## src/rtl/ram_playback_sequencer.sv

```systemverilog
// rtl/ram_playback_sequencer.sv - dwell-timed RAM playback engine with an independent write port
module ram_playback_sequencer #(
  parameter int DATA_W      = 4,
  parameter int ADDR_W      = 5,
  parameter int TICK_CYCLES = 50_000_000
) (
  input  logic              CLOCK_50,
  input  logic              reset,
  input  logic              write,
  input  logic [ADDR_W-1:0] write_addr,
  input  logic [DATA_W-1:0] data,
  input  logic              start,
  input  logic              stop,
  input  logic              pause,
  input  logic              loop,
  input  logic              dir,
  input  logic [ADDR_W-1:0] first_addr,
  input  logic [ADDR_W-1:0] last_addr,
  output logic [ADDR_W-1:0] read_addr,
  output logic [DATA_W-1:0] out,
  output logic              out_valid,
  output logic              busy,
  output logic              done
);

  localparam int DEPTH = 1 << ADDR_W;
  localparam int CNT_W = (TICK_CYCLES > 1) ? $clog2(TICK_CYCLES) : 1;
  localparam logic [CNT_W-1:0] CNT_MAX = CNT_W'(TICK_CYCLES - 1);

  typedef enum logic [1:0] {S_IDLE, S_RUN, S_PAUSED, S_DONE} state_t;

  state_t            state_q, state_d;
  logic              loop_q, loop_d;
  logic              dir_q, dir_d;
  logic [ADDR_W-1:0] first_q, first_d;
  logic [ADDR_W-1:0] last_q, last_d;
  logic [ADDR_W-1:0] addr_q, addr_d;
  logic [CNT_W-1:0]  cnt_q, cnt_d;
  logic [DATA_W-1:0] out_q;
  logic              valid_q, valid_d;
  logic              done_q, done_d;

  logic [DATA_W-1:0] mem [DEPTH];

  logic              active;
  logic              run_tick;
  logic              expire;
  logic [ADDR_W-1:0] win_start;
  logic [ADDR_W-1:0] win_end;

  // The read port samples before the write lands, giving read-before-write on collisions.
  always_ff @(posedge CLOCK_50) begin
    if (write) begin
      mem[write_addr] <= data;
    end
  end

  always_ff @(posedge CLOCK_50 or negedge reset) begin
    if (!reset) begin
      out_q <= '0;
    end else begin
      out_q <= mem[addr_q];
    end
  end

  assign active    = (state_q == S_RUN) || (state_q == S_PAUSED);
  assign run_tick  = active && !pause;
  assign expire    = run_tick && (cnt_q == CNT_MAX);
  assign win_start = dir_q ? last_q : first_q;
  assign win_end   = dir_q ? first_q : last_q;

  always_comb begin
    state_d = state_q;
    loop_d  = loop_q;
    dir_d   = dir_q;
    first_d = first_q;
    last_d  = last_q;
    addr_d  = addr_q;
    cnt_d   = cnt_q;
    done_d  = 1'b0;

    if (stop) begin
      state_d = S_IDLE;
    end else if (start) begin
      loop_d  = loop;
      dir_d   = dir;
      first_d = first_addr;
      last_d  = last_addr;
      addr_d  = dir ? last_addr : first_addr;
      cnt_d   = '0;
      state_d = S_RUN;
    end else if (active) begin
      state_d = pause ? S_PAUSED : S_RUN;
      if (expire) begin
        cnt_d = '0;
        if (addr_q == win_end) begin
          if (loop_q) begin
            addr_d = win_start;
          end else begin
            state_d = S_DONE;
            done_d  = 1'b1;
          end
        end else begin
          addr_d = dir_q ? (addr_q - 1'b1) : (addr_q + 1'b1);
        end
      end else if (run_tick) begin
        cnt_d = cnt_q + 1'b1;
      end
    end

    // Valid only once the RAM has had a cycle to read the first playback address.
    valid_d = active && ((state_d == S_RUN) || (state_d == S_PAUSED));
  end

  always_ff @(posedge CLOCK_50 or negedge reset) begin
    if (!reset) begin
      state_q <= S_IDLE;
      loop_q  <= 1'b0;
      dir_q   <= 1'b0;
      first_q <= '0;
      last_q  <= '0;
      addr_q  <= '0;
      cnt_q   <= '0;
      valid_q <= 1'b0;
      done_q  <= 1'b0;
    end else begin
      state_q <= state_d;
      loop_q  <= loop_d;
      dir_q   <= dir_d;
      first_q <= first_d;
      last_q  <= last_d;
      addr_q  <= addr_d;
      cnt_q   <= cnt_d;
      valid_q <= valid_d;
      done_q  <= done_d;
    end
  end

  assign read_addr = addr_q;
  assign out       = out_q;
  assign out_valid = valid_q;
  assign busy      = active;
  assign done      = done_q;

endmodule

```

## config.mk

```make
export PLATFORM = sky130hd
export DESIGN_NAME = ram_playback_sequencer
export DESIGN_NICKNAME = d
export VERILOG_FILES = /design/src/rtl/ram_playback_sequencer.sv
export SDC_FILE = /design/constraint.sdc
export NUM_CORES = 1
export LEC_CHECK = 0
export ABC_CLOCK_PERIOD_IN_PS = 2500
export BUFFER_PORTS_ARGS = -buffer_cell sky130_fd_sc_hd__buf_2
export CAP_MARGIN = 20
export CORE_MARGIN = 5
export CORE_UTILIZATION = 55
export CTS_CLUSTER_SIZE = 24
export DETAILED_ROUTE_END_ITERATION = 6
export PLACE_DENSITY = 0.76
export SETUP_SLACK_MARGIN = 0.02
export SYNTH_ARGS = -nofsm -noshare
export SYNTH_HDL_FRONTEND = slang
export SYNTH_SLANG_ARGS = --single-unit
```

## constraint.sdc

```tcl
create_clock -name CLOCK_50 -period 2.5 [get_ports CLOCK_50]
set_input_delay 0.125 -clock CLOCK_50 [delete_from_list [all_inputs] [get_ports CLOCK_50]]
set_output_delay 0.125 -clock CLOCK_50 [all_outputs]
set_load 0.02 [all_outputs]
```

==> results by stage, run 1 <==
Setup path:
- The cell family contributing the most delay on the critical path is simple AND/OR/NAND/NOR gates.
- The number of buffers and inverters on the critical path is 1.
- STA classifies the critical path endpoint as a flip-flop.
- For the worst setup path, the data arrival time is 2.75 ns.
- STA puts the critical path data required time at 2.85 ns.
- For this design, the slowest cell found on the critical path is or4b_4.
- The class of the most critical setup path is flip-flop to flip-flop.
- Walking the worst path, the cells encountered are xnor2_2 -> inv_2 -> a21oi_2 -> or4b_4 -> or4_4 -> or3_1 -> a21oi_1.
- Of all nets on the critical path, the largest fanout is 6.
- The kind of start point of the critical path is a flip-flop.
- On the worst path, the slowest cell contributes a delay of 0.55 ns.

Synth:
- The number of instances in the synthesized netlist is 502.
- Counting flops with a built-in enable in the synthesized netlist gives between 100 and 150.
- The number of synthesis warnings is 0.
- The commonest cells after synthesis are edfxtp_1, nor2_1, dfrtp_1, mux4_2, nand2_1.
- The area share of the largest cell type after synthesis is 49.2%.
- After synthesis, the cell types taking the most area are edfxtp_1, dfrtp_1, mux4_2.
- Each instance of the synthesized netlist takes up on average 15.6 µm².
- The cell area after synthesis is 7810 µm².
- The portion of the post-synthesis area used by sequential elements is between 60% and 70%.
- Summed over all instances, the cell type with the most area after synthesis is edfxtp_1.
- The most used flip-flop cell after synthesis is edfxtp_1.
- The proportion of synthesized flip-flops having asynchronous set or reset is 28.5%.
- The library cell with the highest instance count after synthesis is edfxtp_1.
- The register bit total from synthesis is 179.
- When the netlist entered floorplanning its net count stood at ~530.
- After synthesis, the netlist uses 51 different library cells.

Power:
- For this design the static power due to leakage is 0.00325 µW.
- Cell internal power was estimated by the tool at between 5000 and 6000 µW.
- Dividing total power by cell area gives a power density of 909 nW/µm².
- IR analysis of the VDD net gives a maximum drop of 691 µV.
- The combinational share of power is 25.5%.
- Of the total power, the share spent switching nets is approximately 28%.
- Sequential cells burn 42.3% of the power.
- For this design the total switching power over the nets is 2280 µW.
- Of the total power, the clock network draws 32.2%.
- Summing internal, switching and leakage power gives around 8200 µW.

Detailed routing:
- For this block, the initial DRC count from the detailed router was 365.
- The routed length per placed instance is 20.1 µm.
- After detailed routing, the total wire length is 15300 µm.
- The count of vias placed by the detailed router is 4468.
- In the routed design, unresolved DRC markers number 0.
- The antenna violation net count after detailed routing is 0.
- The via-per-instance ratio is 5.87.
- The first TritonRoute pass finished after 5 iterations.

STA:
- The worst pin sits at a relative slew slack of between 50 and 60%.
- After layout, the worst path uses 95.9% of the clock period.
- Setup repair after global routing left no endpoint under its margin.
- The hold violation total from the final report was 0.
- Adding up every negative setup slack in the final design gives 0 ns.
- Derived from the worst setup path, the maximum achievable clock frequency is 417 MHz.
- The final critical-path required period is 2.40 ns.
- The setup slack after layout is 0.103 ns.
- The final-report setup violation count is 0.
- At the pin with the least slew margin, the transition time is ~0.66 ns.
- The setup skew after layout is between 0.008 and 0.009 ns.
- The max-slew violation count is 0.

Clock network:
- TritonCTS built the clock tree.
- The cell at the root of the clock tree is clkbuf_16.
- The number of buffers created by CTS is 17.
- In this run the number of H-tree levels came out at 4.
- The clock passes through at most 2 buffers.
- The clock insertion delay at the later pin of the skew report is 0.43 ns.
- Clock-pin slew was measured on the worst setup and hold paths at 0.06 ns.
- The clock drives about 180 sinks.

Finish:
- The sequential cells in the finished layout cover a total of 5120 µm².
- The finished layout holds 761 standard cells, fillers aside.
- Compared with the post-synthesis result, the final layout area differs by 15.5%.
- The final layout contains 600 nets.
- The layout has 976 filler cells.
- The ratio of cells with drive above 1 in the final layout is 27.9%.
- The multi-input combinational cell area is 2580 µm².

Job:
- The number of max-cap violations is 0.

Global route:
- For this run, the total global-route usage over all layers was measured as 19.5%.
- The initial antenna violation count came to 0.
- The via count of the first global-routing pass is roughly 4.7k.
- The pin count of the biggest net entering global routing is 33.
- After global routing the overflow that remains totals 0.
- The first global-routing pass estimated 24700 µm of wire.

Die:
- The total number of placement rows is 43.
- The die is 129 µm tall.
- The die width is 129 µm.
- The initial utilization of the core area, before any placement, comes to 56.3%.
- The area of the core is about 14000 µm².
- The floorplan die area is ~17000 µm².
- The number of top-level design ports is 39.

Place:
- Detailed placement finished with a half-perimeter wire length of about 10000 µm.
- The number of placed instances, taps included, is 714.
- The count of buffers from port buffering is 38.
- The last weighted congestion value of the routability-driven placer is ~0.83.
- The post-placement setup slack is 0.0947 ns.

Status:
- The run finished with clean final reports.

Hold path:
- The path class of the tightest hold or removal check is input pin to flip-flop.
==> path summary, 6_finish.rpt <==
path,from,to,slack (ns),depth (start not counted)
min,stop,state_q[1],0.04,2
min reg2reg,last_q[1],last_q[1],0.53,1
max,state_q[0],cnt_q[21],0.10,7
max reg2reg,state_q[0],cnt_q[21],0.10,7
min in group asynchronous,reset,cnt_q[21],0.26,2
max in group asynchronous,reset,dir_q,1.45,3
==> per-layer routing <==
metal | track usage, % | vias to the layer above | part of all wire [%]
li1 | - | 2057 | -
met1 | 26.5 | 2282 | 44
met2 | 31.9 | 117 | 50
met3 | 4.70 | 12 | 5.3
met4 | 5.81 | 0 | 0.93
met5 | 0 | - | 0
==> through the flow <==
step	hold WS, ns	cell area [µm²]	utilization (%)
3_3_place_gp	0.176	8280	59.6
4_1_cts	0.0113	8990	64.8
2_1_floorplan	-0.171	7810	-
6_report	0.0384	9020	65.0
3_5_place_dp	0.190	8280	59.6
5_1_grt	0.0361	9020	65.0
==> worst register-to-register path, cell delays in order (launching register included) <==
cell	delay [ns]
dfrtp_1	0.42
xnor2_2	0.19
inv_2	0.09
a21oi_2	0.07
or4b_4	0.55
or4_4	0.53
or3_1	0.32
a21oi_1	0.16
==> area by class of cell <==
type | count | share of cell area, %
flip-flops and latches | 179 | 56.8
multi-input cells | 295 | 28.6
repair buffers | 66 | 5.22
clock buffers | 18 | 4.76
well taps | 180 | 2.50
clock inverters | 13 | 1.71
inverters | 9 | 0.375
diodes | 1 | 0.0277
==> placed cells by master, fill, tap and decap left out, types with 5 or more instances in the layout <==
master and n:
or3_1 5, xor2_1 10, clkbuf_16 17, nand3b_1 6, nand2_1 25, mux2_2 21
o21ai_0 13, buf_4 12, buf_2 38, xnor2_1 14, inv_1 7, edfxtp_1 128
a21oi_1 9, mux4_2 40, dlygate4sd3_1 13, nor3_1 8, nand3_1 14, mux2i_1 14
nor2_1 61, dfrtp_1 49
==> registers in the layout, summed over array words and instances, names as in the netlist <==
| name | cells |
|---|---|
| last_q | 5 |
| read_addr | 5 |
| done | 1 |
| first_q | 5 |
| dir_q | 1 |
| cnt_q | 26 |
| mem | 128 |
| out | 4 |
| loop_q | 1 |
| state_q | 2 |
| out_valid | 1 |
==> power by group through the flow <==
stage               clock [µW]  combinational, µW  sequential, µW
detailed placement           0               2070            3530
global route              2810               2260            3480
finish                    2640               2090            3470
floorplan                    0               1420            3540
global placement             0               2030            3520
CTS                       2680               2110            3460
==> repair_timing <==
action	in CTS	in global routing
buffers inserted	0	1
endpoints found under the setup margin	0	4
resized for setup	0	3
hold buffers	13	0
hold endpoints to repair	40	0
==> cells by family (layout without fill, tap and decap cells) <==
family          count (synthesis)  count (layout)  share of synthesized area (%)
xor+xnor                       25              25                           2.80
mux                            75              75                           16.4
other cells                     0               1                              0
simple gates                  147             147                           9.39
flops                         179             179                           65.6
fa+ha+maj                       5               5                          0.897
buf+inv                        29             106                           1.59
compound gates                 42              43                           3.40
(Power assumes the default switching activity.)
==> run 2, diff against run 1 <==
--- a/config.mk
+++ b/config.mk
@@ -13,7 +13,7 @@
 export CTS_CLUSTER_SIZE = 24
 export DETAILED_ROUTE_END_ITERATION = 6
 export PLACE_DENSITY = 0.76
-export SETUP_SLACK_MARGIN = 0.02
+export SETUP_SLACK_MARGIN = 0.4
 export SYNTH_ARGS = -nofsm -noshare
 export SYNTH_HDL_FRONTEND = slang
 export SYNTH_SLANG_ARGS = --single-unit
==> results by stage, run 2 (synthesis gave the netlist of run 1 again) <==
Global route:
- In this run the most used layer during global routing was met2.
- The via count of the first global-routing pass is 4948 (+5.9%).
- The routing usage on met3 is 5.28% (+0.58 points).
- The met2 track utilization from global routing was 36.7% (+4.8 points).
- The total routing usage reported by global routing came to 21.7% (+2.2 points).
- The pin count of the biggest net entering global routing is 35 (+6.1%).
- The first-pass GRT wire length is 26900 µm (+9.2%).
- The initial antenna violation count is 0 (unchanged).
- The aggregate global routing overflow is 0 (unchanged).
- The met1 usage is 28.1% (+1.6 points).

STA:
- The setup TNS after final layout is 0 ns (unchanged).
- The hold violation total from the final report came to 0 (unchanged).
- The relative max-transition margin is 60.5% (+4.9 points).
- The setup skew after layout is 0.00806 ns (-0.000323 ns).
- The max-slew violation count is 0 (unchanged).
- The measured slew at the worst slew-check pin was 0.592 ns (-0.0729 ns).
- The portion of the clock cycle consumed by the worst path in the final layout is 92.9% (-2.9 points).
- The maximum frequency from static timing analysis is 430 MHz (+3.1%).
- Setup repair after global routing could not meet its margin everywhere.
- The final-report setup violation count is 0 (unchanged).
- The final critical-path required period is 2.32 ns (-0.0729 ns).

Finish:
- In the layout the commonest cells are edfxtp_1, nor2_1, dfrtp_1.
- The library cell used most frequently in the layout, excluding fill and tap cells, is edfxtp_1.
- The register containing the most flip-flops in the final layout is mem.
- The post-route cell area came to 9440 µm² (+4.7%).
- The number of nets in the final layout is 627 (+4.5%).
- The ratio of cells with drive above 1 in the final layout is 34.3% (+6.3 points).
- The number of fill cells in the layout is 880 (-9.8%).
- In the final layout, the registers with the most flip-flops are mem x128, cnt_q x26.
- Relative to the synthesized area, the layout overhead comes to 20.9%.
- The share of the core filled with cells in the final layout came to 68.0% (+3.0 points).
- The number of flip-flops under the largest register name came to 128 (unchanged).
- The diode insertion count for antenna repair was 0 (-1).
- The count of non-filler cells in the finished layout is 787 (+3.4%).

Setup path:
- STA classifies the critical path endpoint as a flip-flop.
- The endpoint required time on the critical path came to 2.85 ns (about the same).
- The critical path arrival was 2.68 ns (-0.07 ns).
- The worst setup path is launched from a flip-flop.
- The depth of the most critical reg-to-reg path was 7 (unchanged).
- The class of the most critical setup path is flip-flop to flip-flop.
- The top fanout value on the critical path is 5 (-1).

Power:
- The peak supply drop is 639 µV (-7.5%).
- The portion of total power attributed to the clock network came to 29.0% (-3.2 points).
- The cell-internal power is 6180 µW (+4.3%).
- The share of total power in sequential cells was 40.2% (-2.1 points).
- The switching fraction of total power is 28.2% (+0.42 points).
- The post-route total power is 8600 µW (+4.9%).
- The static power due to leakage is 0.00345 µW (+6.4%).
- The power per unit of standard cell area came to 911 nW/µm² (+0.25%).
- The combinational share of power came to 30.9% (+5.4 points).
- The reported net switching power was 2430 µW (+6.5%).

Clock network:
- The clock input transition at the sequential cells of the worst setup and hold paths is 0.06 ns (about the same).
- The tree is rooted in a clkbuf_16.
- The clock insertion delay at the later pin of the skew report is 0.42 ns (about the same).
- The total clock sinks is 179 (unchanged).
- The number of H-tree levels came to 4 (unchanged).
- The number of buffers created by CTS is 17 (unchanged).
- TritonCTS built the clock tree.
- The number of buffers on the longest clock path is 2 (unchanged).

Detailed routing:
- The DRC violations left is 0 (unchanged).
- The count of vias placed by the detailed router is 4738 (+6.0%).
- The via-per-instance ratio is 6.02 (+2.5%).
- The number of search-and-repair iterations in the first detailed-routing pass is 5 (unchanged).
- The routed length per placed instance was 21.8 µm (+8.6%).
- The DRC marker count from the first detailed-route iteration is 488 (+34%).
- The routed wire length came to 17100 µm (+12%).
- The antenna violation net count after detailed routing is 0 (unchanged).

Die:
- The area of the core was 13900 µm² (unchanged).
- The floorplan die area was 16700 µm² (unchanged).
- The total number of placement rows is 43 (unchanged).
- The starting density of the core was 56.3% (unchanged).
- The die outline height came to 129 µm (unchanged).
- The die width was 129 µm (unchanged).
- The number of top-level design ports was 39 (unchanged).

Place:
- The HPWL after detailed placement is 9980 µm (about the same).
- The instance area after placement is 8260 µm² (-0.17%).
- The last weighted congestion value of the routability-driven placer was 0.800 (-3.9%).
- The count of buffers from port buffering is 38 (unchanged).
- The cell count after placement is 712 (-0.28%).

Hold path:
- The kind of path behind the tightest hold check is input pin to flip-flop.
- The number of cells on the worst hold path is 2 (unchanged).

Status:
- The run finished with clean final reports.

Job:
- The number of max-cap violations is 0 (unchanged).
-- run 2: layer usage --
metal | wire [µm] | vias up
met1 | 6770 | 2428
li1 | - | 2102
met3 | 1180 | 27
met4 | 271 | 0
met5 | 0 | -
met2 | 8900 | 181
-- run 2: layout make-up --
type / count / area (µm²) / area share [%]
flip-flops and latches: 179 / 5120 / 54.2
multi-input cells: 294 / 2700 / 28.6
repair buffers: 94 / 820 / 8.68
clock buffers: 20 / 437 / 4.62
well taps: 180 / 225 / 2.39
clock inverters: 11 / 103 / 1.09
inverters: 9 / 33.8 / 0.358
-- run 2: metrics by stage --
step / hold slack [ns] / worst slack [ns]
floorplan: -0.171 / 0.168
global placement: 0.126 / 0.203
detailed placement: 0.139 / 0.0752
CTS: 0.0141 / 0.170
global route: 0.0819 / 0.103
finish: 0.0680 / 0.176
-- run 2: power by group through the flow --
stage,sequential [µW],combinational [µW],clock [µW]
2_1_floorplan,3550,1530,0
3_3_place_gp,3520,2010,0
3_5_place_dp,3520,2050,0
4_1_cts,3450,2510,2510
5_1_grt,3470,2820,2660
6_report,3460,2660,2490
-- run 2: worst max-delay path: stages, from the launching register on --
cell and delay [ns]:
dfrtp_1 0.43, xnor2_2 0.18, inv_2 0.10, a21oi_4 0.06, or4b_4 0.49, or4_4 0.54, or3_4 0.35, a21oi_2 0.11
-- run 2: timing repair --
item,in CTS,in global routing
hold buffers,13,0
cloned,3,0
endpoints found under the hold margin,35,0
setup buffers,19,9
gates resized for setup,21,28
pin swaps,6,6
endpoints found under the setup margin,20,33
-- run 2: worst paths after layout --
kind / start / end / slack, ns
setup / recovery: state_q[0] / cnt_q[21] / 0.18
hold / removal: stop / state_q[1] / 0.07
hold reg to reg: first_q[3] / first_q[3] / 0.54
min in group asynchronous: reset / cnt_q[24] / 0.22
max in group asynchronous: reset / dir_q / 1.46
setup reg to reg: state_q[0] / cnt_q[21] / 0.18
==> run 3, diff against run 2 <==
--- a/config.mk
+++ b/config.mk
@@ -5,14 +5,14 @@
 export SDC_FILE = /design/constraint.sdc
 export NUM_CORES = 1
 export LEC_CHECK = 0
-export ABC_CLOCK_PERIOD_IN_PS = 2500
+export ABC_CLOCK_PERIOD_IN_PS = 2650
 export BUFFER_PORTS_ARGS = -buffer_cell sky130_fd_sc_hd__buf_2
 export CAP_MARGIN = 20
 export CORE_MARGIN = 5
-export CORE_UTILIZATION = 55
+export CORE_UTILIZATION = 61
 export CTS_CLUSTER_SIZE = 24
 export DETAILED_ROUTE_END_ITERATION = 6
-export PLACE_DENSITY = 0.76
+export PLACE_DENSITY = 0.88
 export SETUP_SLACK_MARGIN = 0.4
 export SYNTH_ARGS = -nofsm -noshare
 export SYNTH_HDL_FRONTEND = slang
==> constraint.sdc (replaced) <==
create_clock -name CLOCK_50 -period 2.65 [get_ports CLOCK_50]
set_input_delay 0.1325 -clock CLOCK_50 [delete_from_list [all_inputs] [get_ports CLOCK_50]]
set_output_delay 0.1325 -clock CLOCK_50 [all_outputs]
set_load 0.02 [all_outputs]
==> results by stage, run 3 (synthesis gave the netlist of run 1 again) <==
Status:
- The run finished with clean final reports.

Global route:
- The aggregate global routing overflow is 0 (unchanged).
- The first-pass GRT wire length was 26800 µm (-0.36%).
- The total routing usage reported by global routing is 24.4% (+2.7 points).
- The pin count of the biggest net entering global routing is 44 (+26%).
- The initial antenna violation count is 0 (unchanged).
- The via count of the first global-routing pass is 4871 (-1.6%).

Finish:
- The number of flip-flops under the largest register name is 128 (unchanged).
- The register containing the most flip-flops in the final layout is mem.
- Relative to the synthesized area, the layout overhead comes to 19.3%.
- The most common cell after layout, fill and taps aside is edfxtp_1.
- The largest registers in the layout are mem x128, cnt_q x26.
- The diode insertion count for antenna repair was 0 (unchanged).
- The number of nets in the final layout is 620 (-1.1%).
- In the layout the commonest cells are edfxtp_1, nor2_1, dfrtp_1.
- The ratio of cells with drive above 1 in the final layout is 33.0% (-1.3 points).

Die:
- The total number of placement rows is 41 (-4.7%).
- The die outline height is 123 µm (-4.7%).
- The die width is 123 µm (-4.7%).
- The number of top-level design ports is 39 (unchanged).
- The area of the core is 12600 µm² (-9.5%).
- The floorplan die area is 15200 µm² (-9.1%).
- The starting density of the core is 62.1% (+5.9 points).

Setup path:
- The critical path arrival is 2.67 ns (about the same).
- The worst setup path is captured at a flip-flop.
- The class of the most critical setup path is flip-flop to flip-flop.
- The kind of start point of the critical path is a flip-flop.
- The endpoint required time on the critical path is 2.97 ns (+0.12 ns).
- The top fanout value on the critical path was 5 (unchanged).

Clock network:
- The TritonCTS clock tree is yes.
- The number of buffers on the longest clock path is 2 (unchanged).
- The clock insertion delay at the later pin of the skew report is 0.43 ns (about the same).
- The clock input transition at the sequential cells of the worst setup and hold paths is 0.07 ns (about the same).
- The number of H-tree levels was 4 (unchanged).
- The number of buffers created by CTS is 17 (unchanged).
- The total clock sinks is 179 (unchanged).
- The tree is rooted in a clkbuf_16.

Power:
- The static power due to leakage is 0.00340 µW (-1.7%).
- The peak supply drop was 665 µV (+4.0%).
- The power per unit of standard cell area came to 862 nW/µm² (-5.4%).
- The post-route total power is 8030 µW (-6.7%).

STA:
- The relative max-transition margin is 62.3% (+1.8 points).
- The final-report setup violation count came to 0 (unchanged).
- The setup TNS after final layout came to 0 ns (unchanged).
- The hold violation total from the final report is 0 (unchanged).
- The maximum frequency from static timing analysis is 424 MHz (-1.4%).
- The measured slew at the worst slew-check pin is 0.565 ns (-0.0268 ns).
- The setup skew after layout came to 0.00938 ns (+0.00132 ns).
- Setup repair after global routing could not meet its margin everywhere.
- The final critical-path required period was 2.36 ns (+0.0337 ns).
- The max-slew violation count was 0 (unchanged).
- The portion of the clock cycle consumed by the worst path in the final layout is 89.0% (-4.0 points).

Detailed routing:
- The via-per-instance ratio is 6.27 (+4.1%).
- The DRC marker count from the first detailed-route iteration is 661 (+35%).
- The routed length per placed instance was 23.2 µm (+6.4%).
- The antenna violation net count after detailed routing is 0 (unchanged).
- The count of vias placed by the detailed router is 4839 (+2.1%).
- The number of search-and-repair iterations in the first detailed-routing pass is 5 (unchanged).
- The routed wire length is 17900 µm (+4.4%).
- The DRC violations left came to 0 (unchanged).

Place:
- The HPWL after detailed placement is 10300 µm (+3.4%).
- The last weighted congestion value of the routability-driven placer is 0.853 (+6.6%).
- The count of buffers from port buffering is 38 (unchanged).

Job:
- The number of max-cap violations is 0 (unchanged).

Hold path:
- The path class of the tightest hold or removal check is input pin to async pin.
-- run 3: changes by cell type in the layout (fill, tap and decap cells not counted), moves of 4 or more --
cell / previous run / this run
buf_6: 9 / 0
inv_8: 0 / 7
buf_4: 24 / 28
mux2_2: 16 / 20
mux2_4: 5 / 1
-- run 3: through the flow --
stage	utilization, %	area (µm²)	setup WS (ns)	std cells	hold WS, ns
after global placement	65.6	8250	0.343	704	0.323
after CTS	72.5	9110	0.329	760	0.0219
after floorplan	-	7830	0.318	502	-0.163
final	74.1	9310	0.293	772	0.0362
after detailed placement	65.6	8250	0.171	704	0.331
after global routing	74.1	9310	0.231	772	0.0451
-- run 3: timing repair --
| action | 4_1_cts | 5_1_grt |
|---|---|---|
| hold endpoints to repair | 53 | 0 |
| resized for setup | 5 | 17 |
| setup buffers | 11 | 9 |
| pin swaps | 6 | 5 |
| gates cloned | 1 | 2 |
| hold buffers | 13 | 0 |
| endpoints found under the setup margin | 11 | 20 |
-- run 3: metal layers --
metal | global-route usage (%) | vias up | wire length [µm]
li1 | - | 2097 | -
met1 | 30.8 | 2464 | 6780
met2 | 41.5 | 234 | 9480
met3 | 5.95 | 44 | 1170
met4 | 8.72 | 0 | 454
met5 | 0 | - | 0
-- run 3: critical path, cell delays in order (launching register included) --
cell and delay (ns):
dfrtp_1 0.43, nand2_2 0.08, or4_4 0.51, nor4_4 0.33, a21o_2 0.24, o31a_1 0.30
o22ai_1 0.11, a311oi_1 0.26
-- run 3: path summary, 6_finish.rpt --
check                           startpoint           end  slack (ns)  cells past startpoint
worst max-delay path             cnt_q[15]  read_addr[0]        0.29                      7
worst min-delay path                 reset     cnt_q[23]        0.04                      2
worst max register to register   cnt_q[15]  read_addr[0]        0.29                      7
worst min register to register  first_q[0]    first_q[0]        0.53                      1
max in group asynchronous            reset         dir_q        2.02                      4
min in group CLOCK_50                 stop    state_q[1]        0.06                      2
-- run 3: layout make-up --
type | instances | area, µm²
Sequential cell | 179 | 5120
Fill cell | 684 | 3250
Multi-Input combinational cell | 295 | 2650
Timing Repair Buffer | 86 | 676
Clock buffer | 17 | 425
Tap cell | 172 | 215
Clock inverter | 14 | 189
Inverter | 9 | 33.8
-- run 3: power by group --
part | internal [µW] | switching [µW]
Clock | 1440 | 1160
Sequential | 3130 | 138
Combinational | 1120 | 1030
